## config.mk

```make
export PLATFORM = sky130hd
export DESIGN_NAME = mem_ctrl
export DESIGN_NICKNAME = d
export VERILOG_FILES = /design/src/rtl/mem_ctrl_pkg.sv /design/src/rtl/mem_ctrl_rdata_fmt.sv /design/src/rtl/mem_ctrl.sv
export SDC_FILE = /design/constraint.sdc
export NUM_CORES = 1
export LEC_CHECK = 0
export BUFFER_PORTS_ARGS = -buffer_cell sky130_fd_sc_hd__buf_2
export CAP_MARGIN = 10
export CORE_UTILIZATION = 50
export DETAILED_ROUTE_END_ITERATION = 8
export GPL_TIMING_DRIVEN = 0
export PLACE_DENSITY = 0.84
export SLEW_MARGIN = 20
export SYNTH_ARGS = -nofsm -noshare
export SYNTH_HDL_FRONTEND = slang
export SYNTH_SLANG_ARGS = --single-unit
export TNS_END_PERCENT = 50
```

## constraint.sdc

```tcl
create_clock -name clk_in -period 3.6 [get_ports clk_in]
set_input_delay 0.18 -clock clk_in [delete_from_list [all_inputs] [get_ports clk_in]]
set_output_delay 0.18 -clock clk_in [all_outputs]
set_load 0.02 [all_outputs]
```

## src/rtl/mem_ctrl_pkg.sv

```systemverilog
// Shared encodings for the byte-wide memory sequencer: access lengths, FSM states,
// bus widths and the I/O window base.
package mem_ctrl_pkg;

  localparam int ADDR_RANGE = 32;
  localparam int DATA_RANGE = 32;

  localparam logic [31:0] IO_BASE = 32'h0003_0000;

  localparam logic [1:0] LEN_B = 2'b00;
  localparam logic [1:0] LEN_H = 2'b01;
  localparam logic [1:0] LEN_W = 2'b10;

  typedef logic [1:0] state_t;
  localparam state_t ST_IDLE  = 2'd0;
  localparam state_t ST_READ  = 2'd1;
  localparam state_t ST_WRITE = 2'd2;
  localparam state_t ST_DONE  = 2'd3;

  // The reserved 11 encoding behaves as a word access.
  function automatic logic [2:0] len_bytes(input logic [1:0] len);
    case (len)
      LEN_B:   len_bytes = 3'd1;
      LEN_H:   len_bytes = 3'd2;
      default: len_bytes = 3'd4;
    endcase
  endfunction

endpackage

```

## src/rtl/mem_ctrl_rdata_fmt.sv

```systemverilog
// Read-data formatter: keeps the low 1/2/4 assembled byte lanes and zero- or
// sign-extends from the top kept bit. Purely combinational.
module mem_ctrl_rdata_fmt
  import mem_ctrl_pkg::*;
(
  input  logic [31:0] raw_dat,
  input  logic [1:0]  len,
  input  logic        sext,
  output logic [31:0] fmt_dat
);

  always_comb begin
    case (len)
      LEN_B:   fmt_dat = {{24{sext & raw_dat[7]}}, raw_dat[7:0]};
      LEN_H:   fmt_dat = {{16{sext & raw_dat[15]}}, raw_dat[15:0]};
      default: fmt_dat = raw_dat;
    endcase
  end

endmodule

```

## src/rtl/mem_ctrl.sv

```systemverilog
// Arbitrates IF/LS onto the byte-wide memory bus; read done N+2 cycles, write done
// N+1 cycles after accept. rdy_in low freezes state (reads restart, writes re-drive).
module mem_ctrl
  import mem_ctrl_pkg::*;
#(
  parameter int ADDR_W = ADDR_RANGE,
  parameter int DATA_W = DATA_RANGE
) (
  input  logic              clk_in,
  input  logic              rst_n_in,
  input  logic              rdy_in,
  input  logic              if_req_in,
  input  logic [ADDR_W-1:0] if_addr_in,
  input  logic              if_flush_in,
  output logic              if_done_out,
  output logic [DATA_W-1:0] if_inst_out,
  input  logic              ls_req_in,
  input  logic              ls_wr_in,
  input  logic [ADDR_W-1:0] ls_addr_in,
  input  logic [1:0]        ls_len_in,
  input  logic              ls_sext_in,
  input  logic [DATA_W-1:0] ls_wdata_in,
  output logic              ls_done_out,
  output logic [DATA_W-1:0] ls_rdata_out,
  input  logic [7:0]        ram_din_in,
  output logic [7:0]        ram_dout_out,
  output logic [ADDR_W-1:0] ram_a_out,
  output logic              ram_wr_out
);

  state_t            state_q, state_d;
  logic [2:0]        cnt_q, cnt_d;
  logic [ADDR_W-1:0] addr_q, addr_d;
  logic [1:0]        len_q, len_d;
  logic              sext_q, sext_d;
  logic              wr_q, wr_d;
  logic              is_if_q, is_if_d;
  logic [DATA_W-1:0] wdata_q, wdata_d;
  logic [31:0]       rbuf_q, rbuf_d;
  logic [DATA_W-1:0] inst_q, inst_d;
  logic [DATA_W-1:0] rdata_q, rdata_d;

  logic [2:0]        nbytes;
  logic [DATA_W-1:0] wsh;
  logic [31:0]       fmt_dat;

  assign nbytes = len_bytes(len_q);

  mem_ctrl_rdata_fmt u_fmt (
    .raw_dat (rbuf_q),
    .len     (len_q),
    .sext    (sext_q),
    .fmt_dat (fmt_dat)
  );

  always_comb begin
    state_d = state_q;
    cnt_d   = cnt_q;
    addr_d  = addr_q;
    len_d   = len_q;
    sext_d  = sext_q;
    wr_d    = wr_q;
    is_if_d = is_if_q;
    wdata_d = wdata_q;
    rbuf_d  = rbuf_q;
    inst_d  = inst_q;
    rdata_d = rdata_q;
    ram_a_out    = '0;
    ram_dout_out = '0;
    ram_wr_out   = 1'b0;
    if_done_out  = 1'b0;
    ls_done_out  = 1'b0;
    wsh = wdata_q >> {cnt_q[1:0], 3'b000};

    case (state_q)
      ST_IDLE: begin
        if (rdy_in) begin
          if (ls_req_in) begin
            state_d = ls_wr_in ? ST_WRITE : ST_READ;
            is_if_d = 1'b0;
            wr_d    = ls_wr_in;
            addr_d  = ls_addr_in;
            len_d   = ls_len_in;
            sext_d  = ls_sext_in;
            wdata_d = ls_wdata_in;
            cnt_d   = '0;
          end else if (if_req_in && !if_flush_in) begin
            state_d = ST_READ;
            is_if_d = 1'b1;
            wr_d    = 1'b0;
            addr_d  = if_addr_in;
            len_d   = LEN_W;
            sext_d  = 1'b0;
            cnt_d   = '0;
          end
        end
      end

      // cnt_q counts addresses issued; each cycle captures the byte addressed one cycle earlier.
      ST_READ: begin
        if (cnt_q < nbytes) ram_a_out = addr_q + ADDR_W'(cnt_q);
        if (is_if_q && if_flush_in) begin
          state_d = ST_IDLE;
          cnt_d   = '0;
        end else if (!rdy_in) begin
          cnt_d = '0;
        end else begin
          case (cnt_q)
            3'd1:    rbuf_d[7:0]   = ram_din_in;
            3'd2:    rbuf_d[15:8]  = ram_din_in;
            3'd3:    rbuf_d[23:16] = ram_din_in;
            3'd4:    rbuf_d[31:24] = ram_din_in;
            default: ;
          endcase
          if (cnt_q == nbytes) begin
            state_d = ST_DONE;
            cnt_d   = '0;
          end else begin
            cnt_d = cnt_q + 3'd1;
          end
        end
      end

      ST_WRITE: begin
        ram_a_out    = addr_q + ADDR_W'(cnt_q);
        ram_dout_out = wsh[7:0];
        ram_wr_out   = rdy_in;
        if (rdy_in) begin
          if (cnt_q == nbytes - 3'd1) begin
            state_d = ST_DONE;
            cnt_d   = '0;
          end else begin
            cnt_d = cnt_q + 3'd1;
          end
        end
      end

      ST_DONE: begin
        if (is_if_q && if_flush_in) begin
          state_d = ST_IDLE;
        end else if (rdy_in) begin
          state_d = ST_IDLE;
          if (is_if_q) begin
            if_done_out = 1'b1;
            inst_d      = fmt_dat;
          end else begin
            ls_done_out = 1'b1;
            if (!wr_q) rdata_d = fmt_dat;
          end
        end
      end

      default: state_d = ST_IDLE;
    endcase
  end

  // Results are visible in the done cycle itself, then held in the _q registers.
  assign if_inst_out  = if_done_out ? fmt_dat : inst_q;
  assign ls_rdata_out = (ls_done_out && !wr_q) ? fmt_dat : rdata_q;

  always_ff @(posedge clk_in or negedge rst_n_in) begin
    if (!rst_n_in) begin
      state_q <= ST_IDLE;
      cnt_q   <= '0;
      addr_q  <= '0;
      len_q   <= LEN_B;
      sext_q  <= 1'b0;
      wr_q    <= 1'b0;
      is_if_q <= 1'b0;
      wdata_q <= '0;
      rbuf_q  <= '0;
      inst_q  <= '0;
      rdata_q <= '0;
    end else begin
      state_q <= state_d;
      cnt_q   <= cnt_d;
      addr_q  <= addr_d;
      len_q   <= len_d;
      sext_q  <= sext_d;
      wr_q    <= wr_d;
      is_if_q <= is_if_d;
      wdata_q <= wdata_d;
      rbuf_q  <= rbuf_d;
      inst_q  <= inst_d;
      rdata_q <= rdata_d;
    end
  end

endmodule

```

==> results of run 1 <==
-- worst max path at each step --
stage                               from                      to  slack (ns)  depth (start not counted)
floorplan           cnt_q[1]$_DFFE_PN0P_           ram_a_out[26]        0.70                          8
CTS                 cnt_q[1]$_DFFE_PN0P_           ram_a_out[26]        0.01                          9
global placement                rst_n_in  inst_q[18]$_DFFE_PN0P_       -0.29                          1
global route        cnt_q[1]$_DFFE_PN0P_           ram_a_out[28]       0.002                          9
detailed placement  cnt_q[1]$_DFFE_PN0P_           ram_a_out[26]        0.06                          9
finish              cnt_q[1]$_DFFE_PN0P_           ram_a_out[26]        0.24                          9
-- layout by cell type, fill, tap and decap left out, types with 11 or more instances in the layout --
| cell type | instances |
|---|---|
| dfrtp_1 | 170 |
| buf_2 | 242 |
| nand2_1 | 46 |
| clkbuf_16 | 17 |
| o31ai_1 | 11 |
| mux2_2 | 98 |
| dlygate4sd3_1 | 37 |
| nor2_1 | 61 |
| nand3_1 | 20 |
| inv_1 | 15 |
| ha_1 | 16 |
| or4_1 | 11 |
| a21oi_1 | 136 |
| o21ai_0 | 37 |
| mux2i_1 | 39 |
| clkbuf_1 | 22 |
-- final cells by class --
cell class | instances | area (um^2) | share of cell area
Inverter | 15 | 56.3 | 0.00509
Sequential cell | 170 | 4250 | 0.385
Clock buffer | 17 | 425 | 0.0385
Buffer | 53 | 258 | 0.0233
Clock inverter | 15 | 158 | 0.0143
Multi-Input combinational cell | 577 | 4130 | 0.373
Timing Repair Buffer | 257 | 1500 | 0.136
Tap cell | 220 | 275 | 0.0249
-- logic make-up after synthesis --
family	count (synthesis)	share of synthesized area
buffers and inverters	68	0.0357
AO/OA/AOI/OAI	210	0.133
multiplexers	145	0.193
XOR/XNOR	10	0.0101
adder cells (fa/ha/maj)	17	0.0253
AND/OR/NAND/NOR	195	0.114
flip-flops	170	0.490
-- sequential cells by signal (all words and copies together), names as in the netlist --
name,cells
rdata_q,32
wdata_q,32
is_if_q,1
addr_q,32
wr_q,1
rbuf_q,32
len_q,2
state_q,2
inst_q,32
cnt_q,3
sext_q,1
-- critical path, stage by stage (launching register included) --
cell	delay (ns)
dfrtp_1	0.47
clkbuf_4	0.30
inv_1	0.14
fa_1	0.47
nor2b_2	0.26
o21ai_2	0.16
buf_6	0.18
nor4_1	0.37
mux2i_1	0.21
buf_2	0.20
-- through the flow --
stage,utilization,total power [mW]
after detailed placement,0.603,7.12
final,0.660,9.02
after global placement,0.600,6.97
after floorplan,-,5.86
after global routing,0.660,9.58
after CTS,0.660,9.00
-- per-layer routing --
metal,up-vias,routed length (um),track usage
li1,3499,-,-
met1,3608,9990,0.350
met2,286,11500,0.448
met3,51,1460,0.0631
met4,0,667,0.114
met5,-,0,0
-- what timing repair did --
action / in CTS / in global routing
gates cloned: 0 / 0
resized for setup: 2 / 2
endpoints found under the hold margin: 124 / 0
endpoints found under the setup margin: 10 / 10
hold buffers: 37 / 0
-- power by group --
| group | switching, mW | total [mW] | leakage, nW | internal (mW) |
|---|---|---|---|---|
| clock network | 0.843 | 1.82 | 0.283 | 0.981 |
| registers | 0.572 | 3.29 | 2.15 | 2.72 |
| logic | 2.32 | 3.90 | 2.92 | 1.58 |
| total | 3.74 | 9.02 | 5.36 | 5.28 |
==> impl_metrics.py, run 1 <==
metrics = {
    "synthesis": {
        "synth.most_common_cell": "dfrtp_1",
        "ys_ff_latch": 170,
        "synth_area_um2": 8690,
        "synth_ff_type": "dfrtp_1",
        "ys_seq_area_frac": 0.490,
        "synthTopCellsByArea": "dfrtp_1, mux2_2, a21oi_1, mux2i_1, nor2_1",
        "synth_nets": 946,
        "synthArstFlopShare": 1.00,
        "syn_area_per_cell_um2": 10.7,
        "yosys_warnings": 0,
        "synth_top_area_frac": 0.490,
        "synthDistinctLibCells": 57,
        "netlist_instances": 815,
        "synth-edff-count": 0,
        "synth_largest_area_cell": "dfrtp_1",
        "ys_top_cells_by_count": "dfrtp_1, a21oi_1, mux2_2",
    },
    "detailed_routing": {
        "ant_nets": 0,
        "via_count": 7444,
        "wl_per_cell_um": 17.8,
        "drc": 0,
        "drtPass1Iterations": 6,
        "viasPerCell": 5.62,
        "wirelength_mm": 23.6,
        "detail_route.iter0.violations": 500,
    },
    "sta": {
        "setup_viol": 0,
        "holdWs_ns": 0.0295,
        "max_slew_margin": 0.519,
        "fin_crit_sh": 0.932,
        "worstMarginPinSlew_ns": 0.721,
        "tns_ns": 0,
        "period_minus_slack_ns": 3.36,
        "max_freq_mhz": 298,
        "rsz0062_at_grt": "no",
        "slew_violations": 0,
        "finalHoldViolCount": 0,
        "skew_ns": 0.00802,
        "setup_slack_ns": 0.243,
    },
    "floorplan": {
        "core_area_um2": 16800,
        "initial_core_util": 0.518,
        "die_x_um": 134,
        "rows": 47,
        "die_h_um": 134,
        "dieArea_um2": 17900,
        "ioPinCount": 221,
    },
    "finish": {
        "num-fill-cells": 1308,
        "diodes": 0,
        "stdcell_count": 1324,
        "nets": 1222,
        "syn2layout_area_growth_pct": 27.3,
        "design_area_um2": 11100,
        "layout-drive-gt1-share": 0.362,
    },
    "min_path": {
        "hp-start": "if_addr_in[15]",
        "hp-class": "in -> reg",
        "whs_path_depth": 3,
        "worstHoldEndpoint": "addr_q[15]$_DFFE_PN0P_",
    },
    "clock_network": {
        "clock-sinks": 170,
        "clock_path_buffers": 2,
        "post_cts_buffers": 0,
        "cts_htree_levels": 4,
        "cts_tree": "done",
        "clock-root-buffer": "clkbuf_16",
        "clk_latency_ns": 0.43,
        "cts_buffers": 17,
        "clk_transition_reported_paths_ns": 0.07,
    },
    "critical_path": {
        "cp.required_ns": 3.42,
        "reg2reg_depth": 7,
        "critPathLaunchType": "flip-flop",
        "cp_max_fo": 10,
        "r2r_setup_slack_ns": 1.05,
        "r2r_start": "cnt_q[0]$_DFFE_PN0P_",
        "cp-end-kind": "output port",
        "critical_path_class": "reg -> out",
        "rr_endpoint": "state_q[1]$_DFFE_PN0P_",
        "worstPathArrival_ns": 3.18,
    },
    "place": {
        "dpl_cell_area_um2": 10100,
        "dp_slack_ns": 0.0556,
        "placed_cells": 1255,
        "hpwl_mm": 16.4,
        "portBuffers": 219,
        "gp_congestion": 0.843,
    },
    "global_route": {
        "grt_pass1_wl_mm": 37.9,
        "grt-ovfl-total": 0,
        "grt_max_degree": 90,
        "grt_usage": 0.274,
        "first_global_vias": 7643,
        "antenna_found_initial": 0,
    },
    "power_and_ir_drop": {
        "p_per_area_nw_per_um2": 815,
        "ir_drop_uv": 510,
        "cellLeakagePower_nw": 5.36,
    },
    "outcome": {
        "status": "finished, final reports clean",
    },
    "flow_run": {
        "drv_cap": 0,
    },
}
Power figures use the tool's default switching activity.
==> inputs of run 2 (changes only) <==
--- a/config.mk
+++ b/config.mk
@@ -7,7 +7,9 @@
 export LEC_CHECK = 0
 export BUFFER_PORTS_ARGS = -buffer_cell sky130_fd_sc_hd__buf_2
 export CAP_MARGIN = 10
+export CORE_MARGIN = 2
 export CORE_UTILIZATION = 50
+export CTS_BUF_LIST = sky130_fd_sc_hd__clkbuf_4 sky130_fd_sc_hd__clkbuf_8
 export DETAILED_ROUTE_END_ITERATION = 8
 export GPL_TIMING_DRIVEN = 0
 export PLACE_DENSITY = 0.84
==> impl_metrics.py, run 2 (synthesis gave the netlist of run 1 again) <==
metrics = {
    "outcome": {
        "status": "finished, final reports clean",
    },
    "sta": {
        "skew_ns": 0.0151,
        "finalHoldViolCount": 0,
        "rsz0062_at_grt": "no",
        "fin_crit_sh": 0.946,
        "setup_viol": 0,
        "worstMarginPinSlew_ns": 0.712,
        "max_slew_margin": 0.525,
        "slew_violations": 0,
        "period_minus_slack_ns": 3.40,
        "max_freq_mhz": 294,
    },
    "detailed_routing": {
        "wl_per_cell_um": 17.7,
        "drtPass1Iterations": 5,
        "ant_nets": 0,
        "via_count": 7513,
        "wirelength_mm": 23.6,
        "detail_route.iter0.violations": 481,
        "viasPerCell": 5.63,
        "drc": 0,
    },
    "critical_path": {
        "reg2reg_depth": 7,
        "worstPathArrival_ns": 3.22,
        "cp_max_fo": 10,
        "path_depth": 9,
        "worstPathBufferInverterCount": 4,
        "cp.required_ns": 3.42,
        "path_cells": "clkbuf_4 -> inv_1 -> fa_1 -> nor2b_2 -> o21ai_2 -> buf_6 -> nor4_1 -> mux2i_1 -> buf_2",
        "critPathLaunchType": "flip-flop",
        "cp-end-kind": "output port",
        "critPathSlowestCell": "fa_1",
        "critical_path_class": "reg -> out",
        "cpLargestDelayFamily": "buffers and inverters",
        "max_stage_delay_ns": 0.48,
    },
    "clock_network": {
        "cts_buffers": 17,
        "post_cts_buffers": 0,
        "cts_htree_levels": 4,
        "clk_transition_reported_paths_ns": 0.10,
        "cts_tree": "done",
        "clk_latency_ns": 0.45,
        "clock_path_buffers": 2,
        "clock-root-buffer": "clkbuf_8",
        "clock-sinks": 170,
    },
    "floorplan": {
        "dieArea_um2": 18400,
        "core_area_um2": 17100,
        "die_x_um": 136,
        "initial_core_util": 0.508,
        "ioPinCount": 221,
        "rows": 48,
        "die_h_um": 136,
    },
    "global_route": {
        "antenna_found_initial": 0,
        "first_global_vias": 7474,
        "grt-ovfl-total": 0,
        "grt_max_degree": 102,
        "grt_pass1_wl_mm": 37.5,
        "grt_usage": 0.261,
    },
    "min_path": {
        "hp-class": "in -> reg",
        "whs_path_depth": 3,
    },
    "power_and_ir_drop": {
        "p_per_area_nw_per_um2": 784,
        "p_total_mw": 8.59,
        "cellLeakagePower_nw": 5.31,
        "ir_drop_uv": 445,
    },
    "finish": {
        "layout_commonest_cell": "buf_2",
        "num-fill-cells": 1395,
        "layout-drive-gt1-share": 0.361,
        "final_cell_mix": "buf_2, dfrtp_1, a21oi_1",
        "nets": 1228,
        "final_util": 0.640,
        "syn2layout_area_growth_pct": 26.0,
        "diodes": 0,
    },
    "place": {
        "hpwl_mm": 16.7,
        "portBuffers": 219,
        "gp_congestion": 0.851,
    },
    "flow_run": {
        "drv_cap": 0,
    },
}
==> run 2: layout make-up <==
cell class                 count  area [um^2]  area share
timing repair buffer         263         1560       0.143
clock buffer                  17          234      0.0214
tap                          225          282      0.0257
inverter                      15         56.3     0.00514
sequential                   170         4260       0.389
buffer                        53          258      0.0235
multi-input combinational    577         4130       0.377
clock inverter                14          170      0.0155
==> run 2: metrics by stage <==
stage          instances  worst slack, ns  TNS, ns  hold WS (ns)  area [um^2]
3_5_place_dp        1260           0.0296        0         0.188        10100
4_1_cts             1334           0.0700        0     0.0000108        10900
2_1_floorplan        815            0.697        0        -0.116         8690
6_report            1334            0.196        0        0.0184        11000
3_3_place_gp        1259           -0.319   -51.88         0.399        10100
5_1_grt             1334          0.00336        0       0.00477        11000
==> run 2: metal layers <==
| layer | vias up | wire [um] | GRT usage |
|---|---|---|---|
| li1 | 3500 | - | - |
| met1 | 3727 | 10200 | 0.354 |
| met4 | 0 | 473 | 0.0856 |
| met3 | 35 | 1410 | 0.0556 |
| met5 | - | 0 | 0 |
| met2 | 251 | 11500 | 0.419 |
==> run 2: worst paths after layout <==
kind	start	slack [ns]	end
setup reg to reg	cnt_q[0]$_DFFE_PN0P_	1.03	state_q[1]$_DFFE_PN0P_
hold reg to reg	addr_q[0]$_DFFE_PN0P_	0.51	addr_q[0]$_DFFE_PN0P_
max in group asynchronous	rst_n_in	2.42	addr_q[0]$_DFFE_PN0P_
min in group asynchronous	rst_n_in	0.28	inst_q[22]$_DFFE_PN0P_
setup / recovery	cnt_q[1]$_DFFE_PN0P_	0.20	ram_a_out[30]
hold / removal	ls_addr_in[16]	0.02	addr_q[16]$_DFFE_PN0P_
==> run 2: worst register-to-register path, delay by kind of cell, from the launching register on <==
| kind | cells | cell delay, ns |
|---|---|---|
| buffers and inverters | 2 | 0.54 |
| DFF | 1 | 0.44 |
| AOI/OAI and AO/OA | 2 | 0.65 |
| muxes | 1 | 0.39 |
| adders and majority gates | 1 | 0.33 |
| and+or+nand+nor | 1 | 0.10 |
==> run 2: what timing repair did <==
action,CTS,global route
pin swaps,0,0
setup endpoints to repair,10,3
endpoints found under the hold margin,113,0
hold buffers,43,0
gates resized for setup,4,1
==> run 2: report_power, final <==
| group | total, mW | internal, mW | switching, mW |
|---|---|---|---|
| clock | 1.41 | 0.687 | 0.720 |
| combinational | 3.90 | 1.58 | 2.31 |
| sequential | 3.28 | 2.72 | 0.564 |
